## src/rtl/adc_frame_tx_pkg.sv

```systemverilog
// Shared types and constants for the chirp-framed ADC transmitter.
// Optional statistics counters are enabled with the ADC_TX_STATS_EN macro.
package adc_frame_tx_pkg;

  localparam int DEF_DATA_W = 32;
  localparam int DEF_CNT_W  = 16;
  localparam int DEF_GAP_W  = 8;

  localparam logic PATTERN_SRC  = 1'b0;
  localparam logic PATTERN_RAMP = 1'b1;

  typedef enum logic [2:0] {
    IDLE  = 3'd0,
    LOAD  = 3'd1,
    CHIRP = 3'd2,
    GAP   = 3'd3,
    DONE  = 3'd4
  } tx_state_e;

  // Bring-up ramp word: chirp index in the upper half, sample index in the lower.
  function automatic logic [31:0] ramp_word(input logic [15:0] chirp, input logic [15:0] sample);
    return {chirp, sample};
  endfunction

endpackage

```

## src/rtl/adc_frame_tx_cnt.sv

```systemverilog
// Two-level sample/chirp position counter with first/last flags.
// Flags decode the registered indices, so they are valid in the cycle a beat is formed.
module adc_frame_tx_cnt #(
  parameter int CNT_W = 16
) (
  input  logic             clk,
  input  logic             rst,
  input  logic             clr,
  input  logic             adv,
  input  logic [CNT_W-1:0] sample_num,
  input  logic [CNT_W-1:0] chirp_num,
  output logic [CNT_W-1:0] sample_idx,
  output logic [CNT_W-1:0] chirp_idx,
  output logic             first_sample,
  output logic             last_sample,
  output logic             last_chirp
);

  localparam logic [CNT_W-1:0] CNT_ONE = CNT_W'(1);

  logic [CNT_W-1:0] sample_idx_r;
  logic [CNT_W-1:0] chirp_idx_r;

  // Position registers; the sample index wraps into the chirp index on the last beat.
  always_ff @(posedge clk) begin
    if (rst || clr) begin
      sample_idx_r <= '0;
      chirp_idx_r  <= '0;
    end else if (adv) begin
      if (last_sample) begin
        sample_idx_r <= '0;
        chirp_idx_r  <= last_chirp ? '0 : chirp_idx_r + CNT_ONE;
      end else begin
        sample_idx_r <= sample_idx_r + CNT_ONE;
        chirp_idx_r  <= chirp_idx_r;
      end
    end else begin
      sample_idx_r <= sample_idx_r;
      chirp_idx_r  <= chirp_idx_r;
    end
  end

  assign sample_idx   = sample_idx_r;
  assign chirp_idx    = chirp_idx_r;
  assign first_sample = (sample_idx_r == '0);
  assign last_sample  = (sample_idx_r == sample_num - CNT_ONE);
  assign last_chirp   = (chirp_idx_r == chirp_num - CNT_ONE);

endmodule

```

## src/rtl/adc_frame_tx.sv

```systemverilog
// Chirp-framed ADC stream transmitter: source passthrough or internal ramp, per CPI.
// Define ADC_TX_STATS_EN to build the underrun and frame statistics counters.
module adc_frame_tx
  import adc_frame_tx_pkg::*;
#(
  parameter int DATA_W = DEF_DATA_W,
  parameter int CNT_W  = DEF_CNT_W,
  parameter int GAP_W  = DEF_GAP_W
) (
  input  logic              clk,
  input  logic              rst,
  input  logic              i_cpib,
  input  logic              i_cpie,
  input  logic [CNT_W-1:0]  sample_num,
  input  logic [CNT_W-1:0]  chirp_num,
  input  logic [GAP_W-1:0]  chirp_gap,
  input  logic              pattern_sel,
  input  logic [DATA_W-1:0] src_tdata,
  input  logic              src_tvalid,
  output logic              src_tready,
  output logic              adc_data_valid,
  output logic [DATA_W-1:0] adc_data,
  output logic              adc_data_sop,
  output logic              adc_data_eop,
  output logic              busy,
  output logic              frame_done,
  output logic              frame_trunc,
  output logic              cfg_err,
  output logic [15:0]       underrun_cnt,
  output logic [15:0]       frame_cnt
);

  localparam logic [GAP_W-1:0] GAP_ONE = GAP_W'(1);

  tx_state_e         state_r, state_nx;
  logic [CNT_W-1:0]  sample_num_r, sample_num_nx;
  logic [CNT_W-1:0]  chirp_num_r, chirp_num_nx;
  logic [GAP_W-1:0]  chirp_gap_r, chirp_gap_nx;
  logic [GAP_W-1:0]  gap_cnt_r, gap_cnt_nx;
  logic              pattern_r, pattern_nx;
  logic              abort_r, abort_nx;

  logic              valid_r, valid_nx;
  logic [DATA_W-1:0] data_r, data_nx;
  logic              sop_r, sop_nx;
  logic              eop_r, eop_nx;
  logic              ready_r, ready_nx;
  logic              busy_r, busy_nx;
  logic              done_r, done_nx;
  logic              trunc_r, trunc_nx;
  logic              cfg_err_r, cfg_err_nx;

  logic              beat_s;
  logic              abort_now_s;
  logic              cfg_ok_s;
  logic              cnt_clr_s;
  logic [CNT_W-1:0]  sample_idx_s, chirp_idx_s;
  logic              first_sample_s, last_sample_s, last_chirp_s;

  assign cfg_ok_s    = (sample_num != '0) && (chirp_num != '0);
  assign abort_now_s = abort_r | i_cpie;
  assign beat_s      = (state_r == CHIRP) && ((pattern_r == PATTERN_RAMP) || src_tvalid);
  assign cnt_clr_s   = (state_r == LOAD);

  adc_frame_tx_cnt #(
    .CNT_W (CNT_W)
  ) u_cnt (
    .clk          (clk),
    .rst          (rst),
    .clr          (cnt_clr_s),
    .adv          (beat_s),
    .sample_num   (sample_num_r),
    .chirp_num    (chirp_num_r),
    .sample_idx   (sample_idx_s),
    .chirp_idx    (chirp_idx_s),
    .first_sample (first_sample_s),
    .last_sample  (last_sample_s),
    .last_chirp   (last_chirp_s)
  );

  // Next-state, latched configuration and next values of every registered output.
  always_comb begin
    state_nx      = state_r;
    sample_num_nx = sample_num_r;
    chirp_num_nx  = chirp_num_r;
    chirp_gap_nx  = chirp_gap_r;
    pattern_nx    = pattern_r;
    abort_nx      = abort_r;
    trunc_nx      = trunc_r;
    gap_cnt_nx    = '0;
    cfg_err_nx    = 1'b0;

    case (state_r)
      IDLE: begin
        abort_nx = 1'b0;
        if (i_cpib) begin
          if (cfg_ok_s) begin
            state_nx = LOAD;
            trunc_nx = 1'b0;
          end else begin
            cfg_err_nx = 1'b1;
          end
        end else begin
          state_nx = IDLE;
        end
      end
      LOAD: begin
        sample_num_nx = sample_num;
        chirp_num_nx  = chirp_num;
        chirp_gap_nx  = chirp_gap;
        pattern_nx    = pattern_sel;
        abort_nx      = abort_now_s;
        state_nx      = CHIRP;
      end
      CHIRP: begin
        abort_nx = abort_now_s;
        // A chirp is never cut: the exit decision is taken only on the eop beat.
        if (beat_s && last_sample_s) begin
          if (last_chirp_s || abort_now_s) begin
            state_nx = DONE;
            trunc_nx = trunc_r | abort_now_s;
          end else if (chirp_gap_r == '0) begin
            state_nx = CHIRP;
          end else begin
            state_nx = GAP;
          end
        end else begin
          state_nx = CHIRP;
        end
      end
      GAP: begin
        abort_nx = abort_now_s;
        if (abort_now_s) begin
          state_nx = DONE;
          trunc_nx = 1'b1;
        end else if (gap_cnt_r == chirp_gap_r - GAP_ONE) begin
          state_nx = CHIRP;
        end else begin
          state_nx   = GAP;
          gap_cnt_nx = gap_cnt_r + GAP_ONE;
        end
      end
      DONE: begin
        abort_nx = 1'b0;
        state_nx = IDLE;
      end
      default: begin
        abort_nx = 1'b0;
        state_nx = IDLE;
      end
    endcase

    valid_nx = beat_s;
    sop_nx   = beat_s & first_sample_s;
    eop_nx   = beat_s & last_sample_s;
    if (!beat_s) begin
      data_nx = '0;
    end else if (pattern_r == PATTERN_RAMP) begin
      data_nx = DATA_W'(ramp_word(16'(chirp_idx_s), 16'(sample_idx_s)));
    end else begin
      data_nx = src_tdata;
    end

    // Outputs follow the next state so they line up with the state they describe.
    ready_nx = (state_nx == CHIRP) && (pattern_nx == PATTERN_SRC);
    busy_nx  = (state_nx != IDLE);
    done_nx  = (state_nx == DONE);
  end

  // State, configuration and output registers.
  always_ff @(posedge clk) begin
    if (rst) begin
      state_r      <= IDLE;
      sample_num_r <= '0;
      chirp_num_r  <= '0;
      chirp_gap_r  <= '0;
      gap_cnt_r    <= '0;
      pattern_r    <= PATTERN_SRC;
      abort_r      <= 1'b0;
      valid_r      <= 1'b0;
      data_r       <= '0;
      sop_r        <= 1'b0;
      eop_r        <= 1'b0;
      ready_r      <= 1'b0;
      busy_r       <= 1'b0;
      done_r       <= 1'b0;
      trunc_r      <= 1'b0;
      cfg_err_r    <= 1'b0;
    end else begin
      state_r      <= state_nx;
      sample_num_r <= sample_num_nx;
      chirp_num_r  <= chirp_num_nx;
      chirp_gap_r  <= chirp_gap_nx;
      gap_cnt_r    <= gap_cnt_nx;
      pattern_r    <= pattern_nx;
      abort_r      <= abort_nx;
      valid_r      <= valid_nx;
      data_r       <= data_nx;
      sop_r        <= sop_nx;
      eop_r        <= eop_nx;
      ready_r      <= ready_nx;
      busy_r       <= busy_nx;
      done_r       <= done_nx;
      trunc_r      <= trunc_nx;
      cfg_err_r    <= cfg_err_nx;
    end
  end

  assign src_tready     = ready_r;
  assign adc_data_valid = valid_r;
  assign adc_data       = data_r;
  assign adc_data_sop   = sop_r;
  assign adc_data_eop   = eop_r;
  assign busy           = busy_r;
  assign frame_done     = done_r;
  assign frame_trunc    = trunc_r;
  assign cfg_err        = cfg_err_r;

`ifdef ADC_TX_STATS_EN
  logic [15:0] underrun_r;
  logic [15:0] frame_cnt_r;

  // Saturating source-stall counter and completed-CPI counter.
  always_ff @(posedge clk) begin
    if (rst) begin
      underrun_r  <= 16'd0;
      frame_cnt_r <= 16'd0;
    end else begin
      if ((state_r == CHIRP) && (pattern_r == PATTERN_SRC) && !src_tvalid &&
          (underrun_r != 16'hFFFF)) begin
        underrun_r <= underrun_r + 16'd1;
      end else begin
        underrun_r <= underrun_r;
      end
      if ((state_nx == DONE) && (state_r != DONE)) begin
        frame_cnt_r <= frame_cnt_r + 16'd1;
      end else begin
        frame_cnt_r <= frame_cnt_r;
      end
    end
  end

  assign underrun_cnt = underrun_r;
  assign frame_cnt    = frame_cnt_r;
`else
  assign underrun_cnt = 16'd0;
  assign frame_cnt    = 16'd0;
`endif

endmodule

```

## config.mk

```make
export PLATFORM = sky130hd
export DESIGN_NAME = adc_frame_tx
export DESIGN_NICKNAME = d
export VERILOG_FILES = /design/src/rtl/adc_frame_tx_pkg.sv /design/src/rtl/adc_frame_tx_cnt.sv /design/src/rtl/adc_frame_tx.sv
export SDC_FILE = /design/constraint.sdc
export NUM_CORES = 1
export LEC_CHECK = 0
export CAP_MARGIN = 20
export CORE_MARGIN = 2
export CORE_UTILIZATION = 50
export DETAILED_ROUTE_END_ITERATION = 6
export GPL_TIMING_DRIVEN = 0
export MAX_ROUTING_LAYER = met4
export PLACE_DENSITY_LB_ADDON = 0.1
export SLEW_MARGIN = 10
export SYNTH_ARGS = -nofsm -noshare
export SYNTH_HDL_FRONTEND = slang
export SYNTH_SLANG_ARGS = --single-unit
```

## constraint.sdc

```tcl
create_clock -name clk -period 4.5 [get_ports clk]
set_input_delay 1.35 -clock clk [delete_from_list [all_inputs] [get_ports clk]]
set_output_delay 1.35 -clock clk [all_outputs]
set_load 0.05 [all_outputs]
```

==> results by group <==
GRT
  • Grt total ovfl: 0
  • GR Layer Usage met2: between 30 and 40%
  • Met3 GRT Util: 4.73%
  • GRT Resource Usage Total: between 20% and 30%
  • Global-route wire length before repair: 26200 um
  • Vias in the first global route: 5367
  • Initial antenna violation count: 0
  • GR peak layer: met2
  • Largest net degree at the start of global routing: 17
  • Met1 Usage GRT: 31.3%

Clocking
  • H-Tree Depth: 4
  • CTS tree: done
  • Root Buffer: clkbuf_16
  • TritonCTS Buffers: 17
  • Sink Count: 125
  • Post-CTS setup buffer count: 0
  • Reg clk slew, reported paths: approximately 0.050 ns
  • Cts repair resizes: 0
  • Worst-skew pair later-pin latency: 0.42 ns
  • CTS Buffer Depth: 2
  • CTS Hold Bufs: 0

Timing
  • Endpoints failing setup: 0
  • Post-route clock skew: 0.00945 ns
  • RSZ-0062 raised after global routing: no
  • Fmax: 254 MHz
  • Fin. Hold Viols: 0
  • Least-Margin Pin Slew: 0.952 ns
  • Tmin final: roughly 4 ns
  • Hold slack: 0.483 ns
  • Pins over their slew limit: 0
  • Relative slew slack: 35.6%
  • Final Cycle Share: 87.4%
  • Setup TNS Final: 0 ns

Die
  • Core area: 12700 sq um
  • IO Count: 150
  • Die ar.: 14000 sq um
  • Die X: 118 um
  • Die height: approximately 120 um
  • Initial Util: 51.5%
  • Row Count: 41

Synth
  • EDFF count, synth: 0
  • Cell count after synthesis: just over 800
  • Post-Synthesis Cell Area: between 6000 and 7000 sq um
  • Synth Warn #: 0
  • Synthesized flop and latch total: 125
  • Sequential fraction of the synthesis area: 38.3%
  • Average cell area after synthesis: 8.05 sq um
  • Leading area contributor after synthesis: dfxtp_1
  • Yosys cell types: 60
  • Post-synth top area share: 38.3%
  • Synth area leaders: dfxtp_1 (38%), nand2_1 (6.7%), xnor2_1 (6.4%)
  • Async set or reset register ratio after synthesis: 0%
  • Synth Flop Type: dfxtp_1

Placement
  • Port bufs: 117
  • Post-DP HPWL: 12000 um
  • Routability Congestion: approximately 0.89

Route
  • Vias: 6000
  • # DRC: 0
  • Iteration-0 DRC Markers: 396
  • Drt total wl: 16000 um
  • Antenna Nets Post-Route: 0
  • Pre-antenna DRT Iters: 5
  • WL/cell: 13.7 um
  • Via density: 5.16

Finish
  • Layout Nets: 1064
  • Most common cell after layout, fill and taps aside: dfxtp_1
  • Share of layout cells above drive strength 1: 8.38%
  • Antenna diodes: 0
  • Fin util: 68.3%
  • Commonest cells after routing, fill and taps aside: dfxtp_1 (125), nand2_1 (117), clkdlybuf4s50_1 (117), nor2_1 (93), a21oi_1 (65)
  • Layout area overhead: 32.6%

Run
  • Max-cap violations: 0

Worst setup path
  • Slack of the worst reg-to-reg path: 0.71 ns
  • Crit. End Element: flop
  • Arr. time, crit path: 4.23 ns
  • Critical Path RT: 4.80 ns
  • Setup CP Type: primary input to flop
  • Critical Path Start Type: primary input
  • Peak fanout along the critical path: 10

Pwr
  • Leak Pwr: 3.13 nW
  • Max IR drop VDD: roughly 0.00019 V
  • P per Cell Area: 387 nW/um^2
  • Pwr Total: 3.35 mW

Outcome
  • Outcome: completed

Hold path
  • Hold Path Class: flop to flop
-- synth_stat cells (4+ instances only) --
library cell / instances
dfxtp_1: 125
nand4_1: 13
nor3_1: 23
o31ai_1: 9
nand2b_1: 7
nand2_1: 117
xor2_1: 27
or3_1: 11
xnor2_1: 48
and2_1: 7
o21ai_0: 12
buf_1: 4
nor2_1: 93
ha_1: 7
nand3b_1: 8
and3_1: 6
o211ai_1: 5
nand3_1: 24
mux2i_1: 33
clkbuf_1: 38
a21oi_1: 65
or4_1: 7
nor4_1: 17
inv_1: 18
buf_4: 32
-- worst max-delay path, cell delays in order --
cell             delay, ns
clkdlybuf4s50_1       0.46
nor2_1                0.07
nor3_1                0.59
clkbuf_2              0.28
nand2b_1              0.06
nand4bb_2             0.29
or2_1                 0.26
buf_6                 0.14
buf_2                 0.18
nand2_1               0.21
buf_2                 0.25
nor2_1                0.07
-- flip-flops by register name, summed over array words and instances (netlist names), 3 cells and up --
signal            flops
u_cnt.sample_idx     16
gap_cnt_r             8
state_r               3
sample_num_r         16
u_cnt.chirp_idx      16
chirp_gap_r           8
adc_data             32
chirp_num_r          16
-- power breakdown --
part	internal [mW]	switching [mW]	leakage, nW
Clock	0.949	0.488	0.298
Sequential	1.16	0.0412	1.01
Combinational	0.308	0.411	1.82
-- worst paths after layout --
check / from / end / depth (start not counted)
min reg2reg: chirp_gap_r[1]$_SDFFE_PP0P_ / chirp_gap_r[1]$_SDFFE_PP0P_ / 2
max reg2reg: chirp_num_r[0]$_SDFFE_PP0P_ / u_cnt.chirp_idx[2]$_SDFFE_PP0N_ / 12
max: src_tvalid / u_cnt.sample_idx[11]$_SDFFE_PP0P_ / 12
min: chirp_gap_r[1]$_SDFFE_PP0P_ / chirp_gap_r[1]$_SDFFE_PP0P_ / 2
-- layout make-up --
cell class | count | area [sq um]
multi-input combinational | 620 | 3640
buffer | 79 | 435
timing repair buffer | 118 | 1180
tap | 172 | 215
inverter | 18 | 67.6
sequential | 125 | 2500
clock buffer | 20 | 457
fill | 1087 | 4010
clock inverter | 11 | 166
-- cell families (layout without fill, tap and decap cells) --
logic type / Yosys count / in the layout / synth area share (%)
adder cells (fa/ha/maj): 7 / 7 / 1.34
buffers and inverters: 97 / 246 / 7.70
AND/OR/NAND/NOR: 354 / 354 / 26.1
flip-flops: 125 / 125 / 38.3
multiplexers: 34 / 34 / 5.23
other: 1 / 32 / 0.0574
AO/OA/AOI/OAI: 118 / 118 / 11.2
XOR/XNOR: 75 / 75 / 10.1
-- per-stage QoR --
step                worst slack [ns]  cell area, sq um  cells
floorplan                       1.05              6650    842
global placement              0.0431              8030   1131
detailed placement          -0.00186              8030   1131
CTS                            0.429              8650   1162
global route                   0.334              8660   1163
finish                         0.567              8660   1163
-- per-layer routing --
layer / part of all wire (%) / up-vias
met2: 45 / 179
li1: - / 3070
met1: 48 / 2733
met4: 1.4 / 0
met3: 6.0 / 18
met5: 0 / -
(Power assumes the default switching activity.)
